### config.mk
export PLATFORM = sky130hd
export DESIGN_NAME = spi_xfer_regbank
export DESIGN_NICKNAME = d
export VERILOG_FILES = /design/src/rtl/spi_pkg.sv /design/src/rtl/spi_clk_gen.sv /design/src/rtl/spi_xfer_regbank.sv
export SDC_FILE = /design/constraint.sdc
export NUM_CORES = 2
export LEC_CHECK = 0
export BUFFER_PORTS_ARGS = -buffer_cell sky130_fd_sc_hd__buf_2
export CAP_MARGIN = 20
export CORE_MARGIN = 2
export CORE_UTILIZATION = 45
export CTS_CLUSTER_SIZE = 8
export DETAILED_ROUTE_END_ITERATION = 8
export PLACE_DENSITY_LB_ADDON = 0.2
export SYNTH_ARGS = -nofsm -noshare
export SYNTH_HDL_FRONTEND = slang
export SYNTH_SLANG_ARGS = --single-unit
### constraint.sdc
create_clock -name clk -period 60.6 [get_ports clk]
set_input_delay 18.18 -clock clk [delete_from_list [all_inputs] [get_ports clk]]
set_output_delay 18.18 -clock clk [all_outputs]
set_load 0.01 [all_outputs]
### src/rtl/spi_pkg.sv
// -----------------------------------------------------------------------------
// spi_pkg
// Shared definitions for the SPI transfer register bank: CPU command
// encodings, the command field width and the transfer FSM state type.
// -----------------------------------------------------------------------------
package spi_pkg;

    localparam int W_SPI_CTRL = 2;

    localparam logic [W_SPI_CTRL-1:0] CMD_IDLE  = 2'd0;
    localparam logic [W_SPI_CTRL-1:0] CMD_WRITE = 2'd1;
    localparam logic [W_SPI_CTRL-1:0] CMD_XFER  = 2'd2;
    localparam logic [W_SPI_CTRL-1:0] CMD_RSVD  = 2'd3;

    typedef enum logic [1:0] {
        IDLE  = 2'd0,
        SHIFT = 2'd1,
        DONE  = 2'd2
    } state_t;

endpackage

### src/rtl/spi_clk_gen.sv
// -----------------------------------------------------------------------------
// spi_clk_gen
// Divides clk down to the SPI serial clock while enabled.  Each sclk half
// period lasts CLK_DIV clk cycles.  The strobes are asserted during the clk
// cycle whose closing edge moves sclk, so the caller can act on the very same
// edge that sclk changes.
//
// Ports:
//   clk          system clock
//   rst          asynchronous, active-high reset
//   en_i         run the divider; when low the counter sits at 0, sclk at CPOL
//   sclk_o       SPI serial clock
//   lead_stb_o   one-clk strobe: the next edge moves sclk away from CPOL
//   trail_stb_o  one-clk strobe: the next edge returns sclk to CPOL
// -----------------------------------------------------------------------------
module spi_clk_gen #(
    parameter int   CLK_DIV = 4,
    parameter logic CPOL    = 1'b0
) (
    input  logic clk,
    input  logic rst,
    input  logic en_i,
    output logic sclk_o,
    output logic lead_stb_o,
    output logic trail_stb_o
);

    // A divide-by-one still needs a one-bit counter to keep widths legal.
    localparam int                W_DIV    = (CLK_DIV > 1) ? $clog2(CLK_DIV) : 1;
    localparam logic [W_DIV-1:0]  DIV_LAST = W_DIV'(CLK_DIV - 1);

    logic [W_DIV-1:0] div_cnt_q, div_cnt_d;
    logic             sclk_q, sclk_d;
    logic             toggle;

    always_comb begin
        div_cnt_d = '0;
        sclk_d    = CPOL;
        toggle    = 1'b0;
        if (en_i) begin
            toggle    = (div_cnt_q == DIV_LAST);
            div_cnt_d = toggle ? '0 : div_cnt_q + W_DIV'(1);
            sclk_d    = toggle ? ~sclk_q : sclk_q;
        end
    end

    always_ff @(posedge clk or posedge rst) begin
        if (rst) begin
            div_cnt_q <= '0;
            sclk_q    <= CPOL;
        end else begin
            div_cnt_q <= div_cnt_d;
            sclk_q    <= sclk_d;
        end
    end

    assign sclk_o      = sclk_q;
    assign lead_stb_o  = toggle && (sclk_q == CPOL);
    assign trail_stb_o = toggle && (sclk_q != CPOL);

endmodule

### src/rtl/spi_xfer_regbank.sv
// -----------------------------------------------------------------------------
// spi_xfer_regbank
// CPU-side register file of DEPTH words with a built-in full-duplex SPI
// master (CPHA = 0, CPOL selectable).  A transfer command shifts the
// addressed word out MSB first on mosi and writes the word received on miso
// back into the same entry, flagging completion with a one-cycle dv_spi_o.
//
// Ports:
//   clk        system clock
//   rst        asynchronous, active-high reset (aborts a running transfer)
//   cmd_i      0 idle, 1 write, 2 transfer, 3 reserved (idle)
//   addr_i     register index for cmd_i and rdata_o
//   wd_i       write data for a write command
//   rdata_o    combinational read of the addressed entry
//   busy_o     transfer in progress
//   dv_spi_o   one-cycle pulse when spi_out_o holds a freshly received word
//   spi_out_o  last received word
//   sclk_o     SPI clock
//   cs_n_o     chip select, active low
//   mosi_o     serial data out, MSB first
//   miso_i     serial data in, MSB first
// -----------------------------------------------------------------------------
module spi_xfer_regbank
    import spi_pkg::*;
#(
    parameter int   W_DATA  = 32,
    parameter int   DEPTH   = 32,
    parameter int   W_ADDR  = $clog2(DEPTH),
    parameter int   CLK_DIV = 4,
    parameter logic CPOL    = 1'b0
) (
    input  logic                  clk,
    input  logic                  rst,
    input  logic [W_SPI_CTRL-1:0] cmd_i,
    input  logic [W_ADDR-1:0]     addr_i,
    input  logic [W_DATA-1:0]     wd_i,
    output logic [W_DATA-1:0]     rdata_o,
    output logic                  busy_o,
    output logic                  dv_spi_o,
    output logic [W_DATA-1:0]     spi_out_o,
    output logic                  sclk_o,
    output logic                  cs_n_o,
    output logic                  mosi_o,
    input  logic                  miso_i
);

    localparam int               W_BIT    = $clog2(W_DATA);
    localparam logic [W_BIT-1:0] BIT_LAST = W_BIT'(W_DATA - 1);

    logic [W_DATA-1:0] rf_q [DEPTH];

    state_t            state_q, state_d;
    logic [W_ADDR-1:0] addr_q, addr_d;
    logic [W_DATA-1:0] shreg_q, shreg_d;
    logic [W_BIT-1:0]  bit_cnt_q, bit_cnt_d;
    logic              mosi_q, mosi_d;
    logic              cs_n_q, cs_n_d;
    logic              busy_q, busy_d;
    logic              dv_spi_q, dv_spi_d;
    logic [W_DATA-1:0] spi_out_q, spi_out_d;

    logic              lead_stb, trail_stb;
    logic              wr_en, done_wr;

    spi_clk_gen #(
        .CLK_DIV (CLK_DIV),
        .CPOL    (CPOL)
    ) u_clk_gen (
        .clk         (clk),
        .rst         (rst),
        .en_i        (state_q == SHIFT),
        .sclk_o      (sclk_o),
        .lead_stb_o  (lead_stb),
        .trail_stb_o (trail_stb)
    );

    // The entry being transferred belongs to the shifter until DONE, so a CPU
    // write aimed at it is dropped and the received word wins.
    assign wr_en = (cmd_i == CMD_WRITE) && !(busy_q && (addr_i == addr_q));

    always_comb begin
        state_d   = state_q;
        addr_d    = addr_q;
        shreg_d   = shreg_q;
        bit_cnt_d = bit_cnt_q;
        mosi_d    = mosi_q;
        cs_n_d    = cs_n_q;
        busy_d    = busy_q;
        dv_spi_d  = 1'b0;
        spi_out_d = spi_out_q;
        done_wr   = 1'b0;

        unique case (state_q)
            IDLE: begin
                if (cmd_i == CMD_XFER) begin
                    addr_d    = addr_i;
                    shreg_d   = rf_q[addr_i];
                    mosi_d    = rf_q[addr_i][W_DATA-1];
                    cs_n_d    = 1'b0;
                    busy_d    = 1'b1;
                    bit_cnt_d = '0;
                    state_d   = SHIFT;
                end
            end

            SHIFT: begin
                if (lead_stb) begin
                    shreg_d = {shreg_q[W_DATA-2:0], miso_i};
                end
                // The leading edge already shifted, so the MSB now holds the
                // next bit to present on mosi.
                if (trail_stb) begin
                    if (bit_cnt_q == BIT_LAST) begin
                        state_d = DONE;
                    end else begin
                        bit_cnt_d = bit_cnt_q + W_BIT'(1);
                        mosi_d    = shreg_q[W_DATA-1];
                    end
                end
            end

            DONE: begin
                done_wr   = 1'b1;
                spi_out_d = shreg_q;
                dv_spi_d  = 1'b1;
                cs_n_d    = 1'b1;
                mosi_d    = 1'b0;
                busy_d    = 1'b0;
                state_d   = IDLE;
            end

            default: begin
                state_d = IDLE;
            end
        endcase
    end

    always_ff @(posedge clk or posedge rst) begin
        if (rst) begin
            state_q   <= IDLE;
            addr_q    <= '0;
            shreg_q   <= '0;
            bit_cnt_q <= '0;
            mosi_q    <= 1'b0;
            cs_n_q    <= 1'b1;
            busy_q    <= 1'b0;
            dv_spi_q  <= 1'b0;
            spi_out_q <= '0;
        end else begin
            state_q   <= state_d;
            addr_q    <= addr_d;
            shreg_q   <= shreg_d;
            bit_cnt_q <= bit_cnt_d;
            mosi_q    <= mosi_d;
            cs_n_q    <= cs_n_d;
            busy_q    <= busy_d;
            dv_spi_q  <= dv_spi_d;
            spi_out_q <= spi_out_d;
        end
    end

    // A CPU write and the write-back can share an edge only when their
    // addresses differ (wr_en excludes addr_q while busy), so they never clash.
    always_ff @(posedge clk or posedge rst) begin
        if (rst) begin
            for (int i = 0; i < DEPTH; i++) begin
                rf_q[i] <= '0;
            end
        end else begin
            if (wr_en) begin
                rf_q[addr_i] <= wd_i;
            end
            if (done_wr) begin
                rf_q[addr_q] <= shreg_q;
            end
        end
    end

    assign rdata_o   = rf_q[addr_i];
    assign busy_o    = busy_q;
    assign dv_spi_o  = dv_spi_q;
    assign spi_out_o = spi_out_q;
    assign cs_n_o    = cs_n_q;
    assign mosi_o    = mosi_q;

endmodule
==> results.txt <==
clock skew: 26.98 ps
height of the die: 370.6 um
placed cell count: 7,429
syn_area_per_cell: 9.903 um2
DR pass1 iterations: 7
core area: 133,500 um2
vias: 47,430
synthesized cell area: 60,470 um2
Layout Cells excl Fill: 7,612
fillers: 12,250
Fmax: 0.02469 GHz
worst reg2reg path depth: 6
CP Launch Type: input port
Final Max Tran Viols: 0
Initial Util: 45.31%
via count of the first global-routing pass: 44,670
FF/Latch Area: 27,700 um2
Net Count, Synth: 6,155
Netlist cell types: 52
root buffer cell: clkbuf_16
gr usage total: 33.11%
Static Leak: 0.02739 uW
crit path DAT: 22,320 ps
worst relative slew slack: 17.54%
Post-synth EDFFs: 0
DIE AREA: 137,300 um2
H-tree Lvls: 4
initial antenna violation count: 8
class of the worst hold path: flip-flop to flip-flop
RSZ-0062 raised after global routing: no
CP endpoint kind: primary output
Final setup viols: 0
DRC violations left: 0
Wirelength per Cell: 30.31 um
Worst VDD drop: 24.35 uV
Synth Register Bits: 1,107
GRT overflow: 0
clock buffer count from CTS: 156
share of layout cells above drive strength 1: 9.348%
Routed WL: 230,700 um
setup TNS: 0 ps
hold path start: u_clk_gen.div_cnt_q[0]$_DFF_PP0_
Antenna Nets Post-Route: 0
CP Class: input port to primary output
CP max-delay cell: buf_4
synth warn: 0
postcts setup bufs: 0
CTS tree: done
Area Overhead vs Synth: 8.345%
DRT iter0 DRCs: 6,101
max-cap viol count: 0
commonest cells after routing, fill and taps aside: mux2i_1, dfrtp_1, nand2_1
DPL Wire Length: 113,900 um
largest net degree at the start of global routing: 162
CP max stage delay: 910 ps
site row count: 134
status: completed
largest fanout on the critical path: 136
final-report hold violation count: 0
WHS Endpoint: u_clk_gen.div_cnt_q[0]$_DFF_PP0_
TritonCTS Sinks: 1,107
Pwr Density: 44.14 nW/um2
Max Root-Sink Buffers: 3
fin crit share: 66.83%
I/O pin count: 111
r2r setup slk: 56,720 ps
net count reported at finish: 5,872
Buffers on Ports: 110
Top FF cell, synth: dfrtp_1
most common library cell in the layout ignoring fill and taps: mux2i_1
Core Util, Final: 49.09%
Die Wd: 370.6 um
CP Cell Sequence: buf_8 > buf_12 > buf_4 > mux2i_1 > o22ai_1 > nor4_1 > nand2_1 > buf_2
Final min period: 40,500 ps
Post-synth ARST share: 100.0%
reg2reg end: rf_q[654]$_DFF_PP0_
area of the multi-input gates: 29,470 um2
Hold Crit Depth: 1
register area share after synthesis: 45.82%
cell area after layout: 65,510 um2
clk_lat worst skew: 790 ps
CTS clk-pin slew, worst paths: 50 ps
Worst-Margin Slew: 1237 ps
DP Area: 61,230 um2
Post-Synthesis Cells: 6,106
hold_buf cts: 0
first-pass GRT wire length: 330,000 um
reg2reg start: state_q[0]$_DFFE_PP0P_
drt via density: 6.231
CP required: 42,420 ps
hold slack final: 453.8 ps
CTS resizes: 0
Placer Congestion: 0.7972
## worst max-delay path: cells and delay by family
| family | cells | cell delay [ps] |
|---|---|---|
| buf+inv | 4 | 2690 |
| simple gates | 2 | 800 |
| mux | 1 | 270 |
| compound gates | 1 | 110 |
## worst max path at each step
stage / to / start / cells after the start
6_report: rdata_o[11] / addr_i[1] / 8
3_3_place_gp: rdata_o[5] / addr_i[1] / 8
5_1_grt: rdata_o[10] / addr_i[1] / 8
4_1_cts: rdata_o[5] / addr_i[1] / 8
3_5_place_dp: rdata_o[5] / addr_i[1] / 8
2_1_floorplan: addr_q[0]$_DFFE_PP0P_ / rst / 1
## Yosys cell counts (2+ instances only)
cell type / number / area (um2)
or3_1: 3 / 18.77
a21oi_4: 21 / 341.6
a21o_1: 39 / 292.8
buf_4: 33 / 247.7
a21oi_2: 3 / 26.28
nand4b_1: 9 / 78.83
nor2_1: 539 / 2023
nand4bb_1: 6 / 67.56
and3_1: 5 / 31.28
buf_1: 31 / 116.4
ha_1: 7 / 87.58
clkbuf_1: 391 / 1468
or4b_1: 4 / 40.04
buf_6: 39 / 439.2
o21ai_0: 313 / 1567
a21oi_1: 514 / 2572
nor3_1: 2 / 10.01
nand2_1: 667 / 2504
mux2_2: 37 / 416.7
nor3b_1: 4 / 30.03
nand2b_1: 3 / 18.77
xor2_1: 4 / 35.03
nand3_1: 2 / 10.01
and2_1: 2 / 12.51
buf_2: 151 / 755.7
buf_8: 36 / 540.5
inv_1: 6 / 22.52
nand4_1: 2 / 12.51
and3b_1: 3 / 26.28
a22o_1: 3 / 26.28
mux2i_1: 1537 / 15380
nand3b_1: 2 / 15.01
nor4bb_1: 2 / 20.02
o21ai_1: 234 / 1171
a22oi_1: 3 / 22.52
dfrtp_1: 1106 / 27680
nor4_1: 65 / 406.6
o22ai_1: 256 / 1602
buf_12: 7 / 140.1
or2_2: 3 / 18.77
## per-stage QoR
step                      total power (uW)  setup WS, ps
after floorplan                       1842         11250
after global placement                2042         20300
after detailed placement              2087         20270
after CTS                             2882         20250
after global routing                  3048         20090
final                                 2891         20100
## routing by layer
layer | global-route usage [%] | share of wire (%) | vias up
met3 | 7.806 | 9.3 | 509
met2 | 50.39 | 44 | 2492
met5 | 0 | 0.020 | -
met4 | 12.97 | 4.1 | 8
li1 | - | - | 20790
met1 | 45.57 | 42 | 23630
## state kept, by name (all words and copies together) (netlist names)
register,count
dv_spi_o,1
bit_cnt_q,5
u_clk_gen.div_cnt_q,2
u_clk_gen.sclk_o,1
mosi_o,1
shreg_q,32
addr_q,5
spi_out_o,32
state_q,2
cs_n_o,1
rf_q,1024
busy_o,1
## layout make-up
class / instances / area share, %
Timing Repair Buffer: 247 / 2.930
Clock inverter: 13 / 0.2636
Multi-Input combinational cell: 4305 / 44.99
Inverter: 6 / 0.04584
Antenna cell: 3 / 0.01146
Clock buffer: 163 / 6.096
Sequential cell: 1107 / 42.29
Tap cell: 1768 / 3.377
## power breakdown
group	total (uW)	leakage, uW	internal (uW)	switching, uW
registers	1270	0.0117	1070	202
logic	823	0.0136	354	470
clock network	795	0.00204	462	333
total	2890	0.0274	1890	1000
## cells by family after synthesis
family | count (synthesis) | share of synthesized area (%)
buffers and inverters | 694 | 6.169
DFF | 1107 | 45.82
AOI/OAI and AO/OA | 1390 | 12.66
muxes | 1574 | 26.13
adders and majority gates | 7 | 0.1448
xor gates and xnor gates | 6 | 0.1117
and+or+nand+nor | 1328 | 8.964
Note: power is estimated with default switching activity, not from simulation.
